`config.mk`:
```
export PLATFORM = sky130hd
export DESIGN_NAME = if_fetch_flat
export DESIGN_NICKNAME = d
export VERILOG_FILES = /design/src/rtl/if_fetch_if.sv /design/src/rtl/if_fetch.sv /design/src/flat_wrapper.sv
export SDC_FILE = /design/constraint.sdc
export NUM_CORES = 1
export LEC_CHECK = 0
export CAP_MARGIN = 15
export CELL_PAD_IN_SITES_DETAIL_PLACEMENT = 2
export CELL_PAD_IN_SITES_GLOBAL_PLACEMENT = 2
export CORE_MARGIN = 3
export CORE_UTILIZATION = 26
export CTS_CLUSTER_DIAMETER = 80
export DETAILED_ROUTE_END_ITERATION = 7
export PLACE_DENSITY_LB_ADDON = 0.1
export SETUP_SLACK_MARGIN = 0.05
export SLEW_MARGIN = 10
export SYNTH_ARGS = -nofsm -noshare
export SYNTH_HDL_FRONTEND = slang
export SYNTH_SLANG_ARGS = --single-unit
```
`constraint.sdc`:
```
create_clock -name clk -period 2.4 [get_ports clk]
set_clock_uncertainty 0.1 [all_clocks]
set_input_delay 0.48 -clock clk [delete_from_list [all_inputs] [get_ports clk]]
set_output_delay 0.48 -clock clk [all_outputs]
set_load 0.1 [all_outputs]
```
`src/rtl/if_fetch_if.sv`:
```
// -----------------------------------------------------------------------------
// if_fetch_if : instruction-ROM bus between the fetch stage and the ROM.
//   rom_ce   - chip enable, driven by the fetch stage
//   rom_addr - byte address, driven by the fetch stage
//   rom_inst - instruction word at rom_addr>>2, returned combinationally
// Modports: master (fetch stage), slave (ROM).
// -----------------------------------------------------------------------------
interface if_fetch_if #(
   parameter int ADDR_W = 32,
   parameter int INST_W = 32
);
   logic              rom_ce;
   logic [ADDR_W-1:0] rom_addr;
   logic [INST_W-1:0] rom_inst;

   modport master (output rom_ce, output rom_addr, input rom_inst);
   modport slave  (input rom_ce, input rom_addr, output rom_inst);
endinterface

```
`src/rtl/if_fetch.sv`:
```
// -----------------------------------------------------------------------------
// if_fetch : instruction-fetch stage of the 5-stage RISC-V core.
// Owns the PC, drives the combinational instruction ROM and loads the IF/ID
// pipeline register. Handles stalls, flushes and branch redirects from ID,
// remembering a redirect that arrives while IF is stalled.
//
// Ports:
//   clk, rst        - clock, synchronous active-high reset
//   stall_if        - hold the PC
//   stall_id        - hold the IF/ID register
//   flush           - squash IF/ID contents
//   branch_flag     - taken branch/jump redirect from ID
//   branch_target   - redirect address (low two bits cleared on load)
//   rom             - ROM bus (master): rom_ce, rom_addr (= pc), rom_inst
//   id_pc, id_inst  - IF/ID register contents
//   id_valid        - IF/ID holds a real instruction (0 = bubble)
//   if_misalign     - (IF_MISALIGN_EXC_EN) one-cycle pulse on a misaligned
//                     accepted redirect
//   if_badaddr      - (IF_MISALIGN_EXC_EN) unmodified misaligned target
//
// Optional feature macro: IF_MISALIGN_EXC_EN
// -----------------------------------------------------------------------------
module if_fetch #(
   parameter logic [31:0] RESET_PC = 32'h0000_0000,
   parameter int          ADDR_W   = 32,
   parameter int          INST_W   = 32
) (
   input  logic              clk,
   input  logic              rst,
   input  logic              stall_if,
   input  logic              stall_id,
   input  logic              flush,
   input  logic              branch_flag,
   input  logic [ADDR_W-1:0] branch_target,
   if_fetch_if.master        rom,
   output logic [ADDR_W-1:0] id_pc,
   output logic [INST_W-1:0] id_inst,
`ifdef IF_MISALIGN_EXC_EN
   output logic              if_misalign,
   output logic [ADDR_W-1:0] if_badaddr,
`endif
   output logic              id_valid
);

   logic [ADDR_W-1:0] pc;
   logic              ce;
   logic              pend_valid;
   logic [ADDR_W-1:0] pend_target;
   logic [ADDR_W-1:0] target_aligned;
   logic              bubble;

   assign rom.rom_ce   = ce;
   assign rom.rom_addr = pc;

   // Masking keeps every target bit in use even when the misalign check is
   // compiled out.
   assign target_aligned = branch_target & ~ADDR_W'(3);

   // The fetched word is wrong-path or not fetched at all in any of these cases.
   assign bubble = flush | branch_flag | stall_if | ~ce | pend_valid;

   always_ff @(posedge clk) begin
      if (rst) begin
         pc          <= RESET_PC[ADDR_W-1:0];
         ce          <= 1'b0;
         pend_valid  <= 1'b0;
         pend_target <= '0;
         id_pc       <= '0;
         id_inst     <= '0;
         id_valid    <= 1'b0;
      end else begin
         ce <= 1'b1;

         // PC / pending-redirect update
         if (!ce) begin
            pc <= pc;
         end else if (stall_if) begin
            if (branch_flag) begin
               pend_valid  <= 1'b1;
               pend_target <= target_aligned;
            end
         end else if (branch_flag) begin
            pc         <= target_aligned;
            pend_valid <= 1'b0;
         end else if (pend_valid) begin
            pc         <= pend_target;
            pend_valid <= 1'b0;
         end else begin
            pc <= pc + ADDR_W'(4);
         end

         // IF/ID register update; stall_id dominates flush and redirects
         if (stall_id) begin
            id_pc    <= id_pc;
            id_inst  <= id_inst;
            id_valid <= id_valid;
         end else if (bubble) begin
            id_pc    <= '0;
            id_inst  <= '0;
            id_valid <= 1'b0;
         end else begin
            id_pc    <= pc;
            id_inst  <= rom.rom_inst;
            id_valid <= 1'b1;
         end
      end
   end

`ifdef IF_MISALIGN_EXC_EN
   // A redirect is accepted whenever the fetch stage is enabled, whether it
   // lands in pc directly or is captured as pending during a stall.
   logic misalign_evt;
   assign misalign_evt = ce & branch_flag & (branch_target[1:0] != 2'b00);

   always_ff @(posedge clk) begin
      if (rst) begin
         if_misalign <= 1'b0;
         if_badaddr  <= '0;
      end else begin
         if_misalign <= misalign_evt;
         if (misalign_evt) begin
            if_badaddr <= branch_target;
         end
      end
   end
`endif

endmodule

```
`src/flat_wrapper.sv`:
```
// flat-port wrapper written by rule: the top's interface ports become plain ports
module if_fetch_flat 
#(
   parameter logic [31:0] RESET_PC = 32'h0000_0000,
   parameter int          ADDR_W   = 32,
   parameter int          INST_W   = 32
)
  (clk, rst, stall_if, stall_id, flush, branch_flag, branch_target, id_pc, id_inst, id_valid, rom_rom_ce, rom_rom_addr, rom_rom_inst);
  if_fetch_if #(.ADDR_W(ADDR_W), .INST_W(INST_W)) rom_i ();
  input  logic clk;
  input  logic rst;
  input  logic stall_if;
  input  logic stall_id;
  input  logic flush;
  input  logic branch_flag;
  input  logic [ADDR_W-1:0] branch_target;
  output logic [ADDR_W-1:0] id_pc;
  output logic [INST_W-1:0] id_inst;
  output logic id_valid;
  output wire logic [$bits(rom_i.rom_ce)-1:0] rom_rom_ce;
  output wire logic [$bits(rom_i.rom_addr)-1:0] rom_rom_addr;
  input wire logic [$bits(rom_i.rom_inst)-1:0] rom_rom_inst;
  assign rom_rom_ce = rom_i.rom_ce;
  assign rom_rom_addr = rom_i.rom_addr;
  assign rom_i.rom_inst = rom_rom_inst;
  if_fetch #(.RESET_PC(RESET_PC), .ADDR_W(ADDR_W), .INST_W(INST_W)) u_core (.clk(clk), .rst(rst), .stall_if(stall_if), .stall_id(stall_id), .flush(flush), .branch_flag(branch_flag), .branch_target(branch_target), .rom(rom_i), .id_pc(id_pc), .id_inst(id_inst), .id_valid(id_valid));
endmodule
```
[Word level (Yosys, flattened, before mapping)]
Index checks and enable logic that the tools add are counted.
Operators by class
  add/sub/neg operators: 1
  equality and inequality tests: 1
  mux-type cells: 8
  bitwise gates (word level): 6
  reduce and logical (&&, ||, !) cells: 3
Operator list (number)
  two-way mux 32 bit: 4
  adder 32 x 3 -> 32 bit, second input constant: 1
  two-way mux 1 bit: 4
  bitwise OR 1 bit: 4
  AND reduction 2 bit: 2
  AND reduction 3 bit: 1
  inequality test 2 x 1 -> 1 bit, second input constant: 1
  inverter 1 bit: 2
Word-level totals
  bits in registers: 129
  bits of input ports: 70
  output and inout port bits: 98

[Longest topological paths before layout]
Gate-level depths: netlist (run 1).
  depth after elaboration: 5
  gate-level depth with buffers: 7
  depth with buffers taken out: 6

[Worst setup path before layout (run 1)]
OpenSTA, ideal clock, no wires.
  path type: register to register
  from: reg u_core.pc[9] (netlist: u_core.rom.rom_addr[9])
  to: reg u_core.pc[31] (netlist: u_core.rom.rom_addr[31])
  library setup time: 0.123 ns
  arrival time: 2.591 ns
  data required time: 2.177 ns
  slack: -0.414 ns
  cell stages (with the launch flop): 8
  path buffers: 2
  cell sequence: dfxtp_1 -> buf_2 -> nand4_2 -> or4_1 -> buf_2 -> clkinv_2 -> nand4_1 -> mux2_1
On the way
  cells in the longest elaborated chain, start to end: 3
RTL lines
  start: declaration: RTL line if_fetch.sv:45  | logic [ADDR_W-1:0] pc;
  start signal: assignment: RTL line if_fetch.sv:64  | pc <= RESET_PC[ADDR_W-1:0];
  start signal: assignment: RTL line if_fetch.sv:76  | pc <= pc;
  start signal: assignment: RTL line if_fetch.sv:83  | pc <= target_aligned;
  adder 32 x 3 -> 32 bit: RTL line if_fetch.sv:89  | pc <= pc + ADDR_W'(4);
  two-way mux 32 bit: RTL line if_fetch.sv:85  | end else if (pend_valid) begin
  two-way mux 32 bit: RTL line if_fetch.sv:82  | end else if (branch_flag) begin
No other way between the ends.
A chain may end at the register's enable or synchronous reset.

[Worst setup path after layout (run 1)]
  from: reg u_core.pc[2] (netlist: u_core.rom.rom_addr[2])
  to: reg u_core.pc[28] (netlist: u_core.rom.rom_addr[28])
The elaborated chain is that of the path after synthesis.

==> results of run 1 <==
-- Yosys cell counts, types with 3 or more instances --
cell | instances | share of area (%)
nor2b_1 | 3 | 0.34
o21a_1 | 6 | 0.83
nor4b_1 | 3 | 0.48
a21oi_1 | 65 | 6.0
nand2_1 | 118 | 8.1
nand4_1 | 9 | 1.0
dfxtp_1 | 125 | 46
a211oi_1 | 7 | 0.97
clkbuf_1 | 46 | 3.2
buf_1 | 6 | 0.41
nor3_1 | 9 | 0.83
and3_1 | 9 | 1.0
and4_1 | 3 | 0.48
o31ai_1 | 3 | 0.41
o21ai_0 | 44 | 4.0
nor2_1 | 82 | 5.7
a22oi_1 | 63 | 8.7
nor4_1 | 4 | 0.46
buf_2 | 3 | 0.28
mux2i_1 | 8 | 1.5
o211ai_1 | 7 | 0.97
buf_4 | 4 | 0.55
nand2b_1 | 5 | 0.57
a31oi_1 | 7 | 0.80
nand3_1 | 13 | 1.2
xnor2_1 | 3 | 0.48
-- per-stage QoR --
step           utilization, %  worst slack, ps  hold WS, ps
2_1_floorplan               -             20.3          331
3_3_place_gp             35.7             44.9          339
3_5_place_dp             35.7           -0.941          350
4_1_cts                  39.0              164          359
5_1_grt                  39.0             47.4          380
6_report                 39.0              163          358
-- path summary, 6_finish.rpt --
check,end,slack (ps),depth (start not counted)
max,u_core.rom.rom_addr[28],160,6
min,u_core.pend_target[14],360,2
max reg2reg,u_core.rom.rom_addr[28],160,6
min reg2reg,u_core.pend_target[14],360,2
-- worst reg2reg max path: cells and delay by family (launching register included) --
kind / cells / cell delay [ps]
flops: 1 / 430
simple gates: 4 / 1250
fa+ha+maj: 1 / 270
compound gates: 1 / 60
-- registers in the layout (all words and copies together), names as in the netlist --
name                 cells
u_core.rom.rom_addr     30
u_core.rom.rom_ce        1
u_core.pend_valid        1
u_core.id_pc            30
u_core.pend_target      30
u_core.id_inst          32
u_core.id_valid          1
-- cells in the final DEF (no fill, tap or decap), types with 4 or more instances in the layout --
| cell type | count |
|---|---|
| o21ai_0 | 44 |
| nand3_1 | 13 |
| nor4_1 | 4 |
| o211ai_1 | 7 |
| buf_12 | 4 |
| dfxtp_2 | 22 |
| nand4_1 | 9 |
| and3_1 | 9 |
| conb_1 | 4 |
| clkbuf_16 | 17 |
| o21a_1 | 6 |
| nor2_1 | 82 |
| bufinv_16 | 6 |
| buf_4 | 128 |
| nand2b_1 | 5 |
| clkdlybuf4s50_1 | 65 |
| dfxtp_1 | 101 |
| a31oi_1 | 7 |
| a211oi_1 | 7 |
| a21oi_1 | 65 |
| a22oi_1 | 63 |
| nand2_1 | 118 |
| nor3_1 | 9 |
| mux2i_1 | 8 |
-- layout make-up --
type                    count  area (um2)
fillers                  2314       12500
multi-input cells         501        2700
flip-flops and latches    125        2540
repair buffers            198        1700
clock buffers              19         453
well taps                 270         338
clock inverters            13         234
inverters                   5        20.0
-- timing repair --
action                                  4_1_cts  5_1_grt
hold buffers                                  0        0
resized for setup                             0        1
endpoints found under the setup margin        0        1
-- layer usage --
| layer | track usage (%) | wire (um) | vias to the layer above | share of wire, % |
|---|---|---|---|---|
| met1 | 26.9 | 10700 | 2897 | 48 |
| li1 | - | - | 2751 | - |
| met5 | 0 | 0 | - | 0 |
| met2 | 32.1 | 10600 | 133 | 47 |
| met3 | 3.67 | 899 | 17 | 4.0 |
| met4 | 4.76 | 253 | 0 | 1.1 |
-- power by group --
group          total, mW  internal [mW]  switching, mW  leakage (nW)
registers           2.19           2.13         0.0651          1.02
logic              0.794          0.253          0.540          1.71
clock network       3.04           2.01           1.03         0.334
total               6.03           4.39           1.64          3.07
-- cells by family (layout without fill, tap and decap cells) --
| logic type | after synthesis | after routing | share of synthesized area (%) |
|---|---|---|---|
| xor gates and xnor gates | 5 | 5 | 0.805 |
| and+or+nand+nor | 270 | 270 | 22.0 |
| buffers and inverters | 65 | 235 | 4.87 |
| AOI/OAI and AO/OA | 212 | 212 | 24.4 |
| other | 1 | 4 | 0.0689 |
| adders and majority gates | 1 | 1 | 0.230 |
| DFF | 125 | 125 | 46.0 |
| muxes | 9 | 9 | 1.68 |
==> impl_metrics.yaml, run 1 <==
place:
  portBuffers: 161
  placed_cell_area_um2: 7290
  dp_hpwl_mm: 15.8
  place_inst: 1099
  globalplace.congestion: 0.761
clock_tree:
  cts_root_buf: "clkbuf_16"
  post_cts_buffers: 0
  h-tree-depth: 4
  clk_pin_slew_worst_paths_ps: 60
  clock_latency_ps: 420
  cts_buffer_depth: 2
  cts_tree: "done"
  cts_made_buffers: 17
  cts_num_sinks: 125
status:
  status: "finished clean"
hold_path:
  min-delay-start: "u_core.pend_target[14]"
  hold_path_class: "reg2reg"
final_layout:
  diodes: 0
  areaGrowthSynthToFinish_pct: 46.6
  drive_gt1_share_pct: 22.8
  fin_nets: 919
  fin_cells: 1131
  fin_area_um2: 7980
synth:
  ys.flop_type: "dfxtp_1"
  synth-seq-area-share_pct: 46.0
  synthArstFlopShare_pct: 0
  synth_edf_count: 0
  syn_area_um2: 5440
  ys_warn_count: 0
  synth.avg_cell_area_um2: 7.91
  synth_cell_types: 51
  synth_seq_cells: 125
  netlist_instances: 688
power_and_ir_drop:
  power_mw: 6.03
  irDropWorstVdd_mv: 0.507
  leakage_nw: 3.07
  p_per_area_nw_per_um2: 756
detailed_routing:
  drtPass1Iterations: 4
  vias: 5798
  wire_per_inst_um: 19.8
  route.detailed.drc: 0
  ant_nets: 0
  drt-initial-drc-count: 312
  routed_via_density: 5.13
  routed_wl_mm: 22.4
sta:
  grt_setup_unrepaired: "false"
  hold_viol: 0
  report.final.slew_viol_count: 0
  tns_ps: 0
  worst_slew_pin_slew_ps: 551
  max_freq_mhz: 447
  max-slew-margin-rel_pct: 63.0
  setup_viol: 0
  min_period_ps: 2240
  finalCritPeriodShare_pct: 93.2
critical_path:
  critPathLaunch: "u_core.rom.rom_addr[2]"
  criticalPathCategory: "reg2reg"
  crit_required_ps: 2590
  cp_top_family: "simple AND/OR/NAND/NOR gates"
  start_kind: "flip-flop"
  timing.rr.start: "u_core.rom.rom_addr[2]"
  crit_buf_inv: 0
  arrival_ps: 2430
  cp_slowest_stage_delay_ps: 650
  path_cells: "ha_1 > nand3_1 > or4_1 > nor3_1 > or3_1 > a21oi_1"
  critPathSlowestCell: "or4_1"
  cp_max_fo: 8
  worst_setup_path_end_kind: "flip-flop"
grt:
  gr-total-overflow: 0
  grt_max_degree: 94
  grt_antenna_before_repair: 0
  grt_pass1_vias: 6173
  grt_pass1_wl_mm: 34.7
  grtUsageTotal_pct: 19.7
run:
  cap_violations: 0
floorplanning:
  die-area_um2: 22700
  die_w_um: 151
  io_pins: 168
  core_area_um2: 20400
  rows: 52
  start_util_pct: 26.6
  die_h_um: 151
Power figures use the tool's default switching activity.
==> run 2, diff against run 1 <==
Settings changed: CORE_UTILIZATION 26 to 23.
Clock period 2.4 ns to 1.85 ns, I/O delays scaled along.
==> impl_metrics.yaml, run 2 (same netlist as run 1, synthesis figures left out) <==
critical_path:
  crit_required_ps: 2060
  worst_setup_path_end_kind: "flip-flop"
  cp_max_fo: 8
  timing.rr.start: "u_core.rom.rom_addr[13]"
  criticalPathCategory: "reg2reg"
  arrival_ps: 2280
  start_kind: "flip-flop"
  critPathLaunch: "u_core.rom.rom_addr[13]"
  reg2reg_slack_ps: -220
floorplanning:
  rows: 55
  io_pins: 168
  start_util_pct: 23.7
  die-area_um2: 25500
  core_area_um2: 22900
  die_h_um: 160
  die_w_um: 160
final_layout:
  fin_cells: 1242
  final_cell_mix: "nand2_1 (115), buf_12 (100), dfxtp_1 (96)"
  final_common_cell: "nand2_1"
  diodes: 0
  drive_gt1_share_pct: 32.6
  regMostFlops: "u_core.id_inst"
  areaGrowthSynthToFinish_pct: 85.4
  fin_nets: 988
  fin_area_um2: 10100
  largest_register_ff_count: 32
clock_tree:
  cts_tree: "done"
  cts_root_buf: "clkbuf_16"
  cts_made_buffers: 17
  clk_pin_slew_worst_paths_ps: 60
  cts_num_sinks: 125
  post_cts_hold_buffer_count: 0
  cts_buffer_depth: 2
  clock_latency_ps: 420
  h-tree-depth: 4
grt:
  grt_pass1_wl_mm: 40.0
  grt_util_met1_pct: 26.3
  grt_antenna_before_repair: 0
  met2_usage_pct: 32.9
  gr-total-overflow: 0
  grt_max_degree: 37
  grt-busiest-layer: "met2"
  grtUsageMet3_pct: 3.53
  grtUsageTotal_pct: 19.6
  grt_pass1_vias: 6767
hold_path:
  hold_path_class: "in2reg"
  min-delay-start: "rst"
power_and_ir_drop:
  p_per_area_nw_per_um2: 763
  irDropWorstVdd_mv: 0.481
  leakage_nw: 3.81
place:
  portBuffers: 161
  globalplace.congestion: 0.802
  dp_slack_ps: -394
  dp_hpwl_mm: 18.3
  place_inst: 1194
  placed_cell_area_um2: 9010
sta:
  finalCritPeriodShare_pct: 112
  report.final.slew_viol_count: 0
  grt_setup_unrepaired: "true"
  tns_ps: -1530
  hold_viol: 0
  min_period_ps: 2070
  setup_viol: 13
  hold_ws_ps: 265
  max_freq_mhz: 483
  timing.final.ws_setup_ps: -220
run:
  cap_violations: 0
detailed_routing:
  route.detailed.drc: 0
  wire_per_inst_um: 20.7
  ant_nets: 0
  drt-initial-drc-count: 332
  routed_via_density: 4.95
  vias: 6152
  drtPass1Iterations: 4
  routed_wl_mm: 25.7
status:
  violations: "setup timing"
  status: "finished with violations"
run 2: cell types whose count changed in the layout (fill, tap and decap cells not counted), sizes merged:
cell           previous run  this run
clkdlybuf4s50            65        64
bufinv                    6         2
clkbuf                   19        20
dlymetal6s2s              0         1
buf                     133       202
clkinvlp                  1         3
run 2: layer usage:
layer / up-vias / share of wire, %
met5: - / 0
met4: 0 / 1.3
met3: 23 / 2.9
met2: 126 / 49
met1: 3112 / 47
li1: 2891 / -
run 2: where the power goes:
part / leakage (nW) / switching (mW) / internal, mW
Sequential: 1.03 / 0.0818 / 2.74
Clock: 0.305 / 1.34 / 2.23
Combinational: 2.47 / 0.788 / 0.512
run 2: timing repair:
action | CTS | global route
gates resized for setup | 32 | 38
pin swaps | 13 | 17
gates cloned | 1 | 0
endpoints found under the setup margin | 17 | 78
setup buffers | 6 | 10
run 2: final timing paths:
check | endpoint | cells past startpoint
setup / recovery | u_core.rom.rom_addr[31] | 6
setup reg to reg | u_core.rom.rom_addr[31] | 6
hold / removal | u_core.pend_target[21] | 2
hold reg to reg | u_core.pend_target[12] | 2
run 2: area by class of cell:
| type | count | area, um2 |
|---|---|---|
| fill | 2408 | 12800 |
| tap | 313 | 392 |
| clock buffer | 20 | 500 |
| clock inverter | 11 | 126 |
| multi-input combinational | 501 | 2960 |
| inverter | 5 | 27.5 |
| sequential | 125 | 2600 |
| timing repair buffer | 267 | 3480 |
run 2: critical path: stages, from the launching register on:
cell and delay [ps]:
dfxtp_4 350, nand4_1 230, or4_4 600, buf_8 160
clkinv_4 50, nand4_1 140, mux2_4 330
run 2: metrics by stage:
step / utilization [%] / total power [mW]
after floorplan: - / 3.50
after global placement: 39.3 / 4.09
after detailed placement: 39.3 / 4.13
after CTS: 43.0 / 7.74
after global routing: 44.0 / 7.97
final: 44.0 / 7.70
==> run 3, diff against run 2 <==
Settings changed: ABC_CLOCK_PERIOD_IN_PS from default to 1850, SKIP_LAST_GASP from default to 1.
==> impl_metrics.yaml, run 3 (same netlist as run 1, synthesis figures left out) <==
detailed_routing:
  routed_wl_mm: 25.6
  drt-initial-drc-count: 344
  route.detailed.drc: 0
  wire_per_inst_um: 20.7
  drtPass1Iterations: 4
  ant_nets: 0
  vias: 6121
  routed_via_density: 4.94
place:
  globalplace.congestion: 0.802
  portBuffers: 161
  placed_cell_area_um2: 9010
  dp_slack_ps: -394
  place_inst: 1194
  dp_hpwl_mm: 18.3
run:
  cap_violations: 0
clock_tree:
  cts_root_buf: "clkbuf_16"
  cts_tree: "done"
  cts_num_sinks: 125
  cts_buffer_depth: 2
  cts_made_buffers: 17
  clk_pin_slew_worst_paths_ps: 60
  clock_latency_ps: 420
  h-tree-depth: 4
grt:
  grt_pass1_wl_mm: 39.8
  gr-total-overflow: 0
  grt_antenna_before_repair: 0
  grtUsageTotal_pct: 19.6
  grt_pass1_vias: 6735
  grt_max_degree: 37
power_and_ir_drop:
  irDropWorstVdd_mv: 0.479
  p_per_area_nw_per_um2: 764
  leakage_nw: 3.80
floorplanning:
  core_area_um2: 22900
  die_w_um: 160
  start_util_pct: 23.7
  rows: 55
  die_h_um: 160
  io_pins: 168
  die-area_um2: 25500
critical_path:
  worst_setup_path_end_kind: "flip-flop"
  reg2reg_depth: 6
  criticalPathCategory: "reg2reg"
  crit_required_ps: 2050
  arrival_ps: 2230
  start_kind: "flip-flop"
  critPathLaunch: "u_core.rom.rom_addr[17]"
  timing.rr.start: "u_core.rom.rom_addr[17]"
  cp_max_fo: 8
final_layout:
  fill_cells: 2413
  regMostFlops: "u_core.id_inst"
  largest_register_ff_count: 32
  fin_cells: 1238
  fin_nets: 984
  drive_gt1_share_pct: 32.3
  diodes: 0
  final_cell_mix: "nand2_1 (115), buf_12 (100), dfxtp_1 (96)"
  final_common_cell: "nand2_1"
  fin_area_um2: 10100
  areaGrowthSynthToFinish_pct: 85.0
sta:
  hold_viol: 0
  worst_slew_pin_slew_ps: 537
  max_freq_mhz: 494
  min_period_ps: 2030
  timing.final.ws_setup_ps: -175
  finalCritPeriodShare_pct: 109
  grt_setup_unrepaired: "true"
  tns_ps: -1190
  max-slew-margin-rel_pct: 63.8
  setup_viol: 14
  report.final.slew_viol_count: 0
status:
  violations: "setup timing"
  status: "finished with violations"
hold_path:
  hold_depth: 2
  min-delay-start: "rst"
  hold_path_class: "in2reg"
==> run 3: metal layers <==
| metal | up-vias | GRT usage, % | share of wire, % |
|---|---|---|---|
| li1 | 2888 | - | - |
| met1 | 3075 | 26.4 | 45 |
| met2 | 136 | 32.5 | 49 |
| met3 | 22 | 3.55 | 3.9 |
| met4 | 0 | 4.89 | 1.2 |
| met5 | - | 0 | 0 |
==> run 3: path summary, 6_finish.rpt <==
path | end | slack [ps]
worst max-delay path | u_core.rom.rom_addr[31] | -180
worst min-delay path | u_core.pend_target[18] | 270
worst max register to register | u_core.rom.rom_addr[31] | -180
worst min register to register | u_core.pend_target[12] | 360
==> run 3: repair_timing <==
action / 4_1_cts / 5_1_grt
hold buffers: 0 / 0
pin swaps: 12 / 26
resized for setup: 24 / 46
endpoints found under the setup margin: 17 / 86
gates cloned: 1 / 0
setup buffers: 6 / 7
==> run 3: final cells by class <==
class | instances | area, um2 | area share, %
well taps | 313 | 392 | 3.89
clock inverters | 11 | 126 | 1.26
repair buffers | 263 | 3460 | 34.3
flip-flops and latches | 125 | 2600 | 25.8
multi-input cells | 501 | 2960 | 29.4
inverters | 5 | 27.5 | 0.273
clock buffers | 20 | 500 | 4.97
==> run 3: critical path: stages (launching register included) <==
cell      delay (ps)
dfxtp_4          360
nand4_1          220
or4_4            560
buf_8            160
clkinv_4          40
nand4_1          140
mux2_4           330
==> run 3: where the power goes <==
group          leakage (nW)  internal (mW)  switching [mW]
Sequential             1.03           2.74          0.0839
Clock                 0.305           2.23            1.34
Combinational          2.46          0.505           0.780
==> run 3: metrics by stage <==
| step | power, mW | util [%] | hold WS, ps |
|---|---|---|---|
| after floorplan | 3.50 | - | 331 |
| after detailed placement | 4.13 | 39.3 | 350 |
| after CTS | 7.73 | 42.9 | 260 |
| after global placement | 4.09 | 39.3 | 338 |
| after global routing | 7.96 | 43.9 | 276 |
| final | 7.69 | 43.9 | 269 |
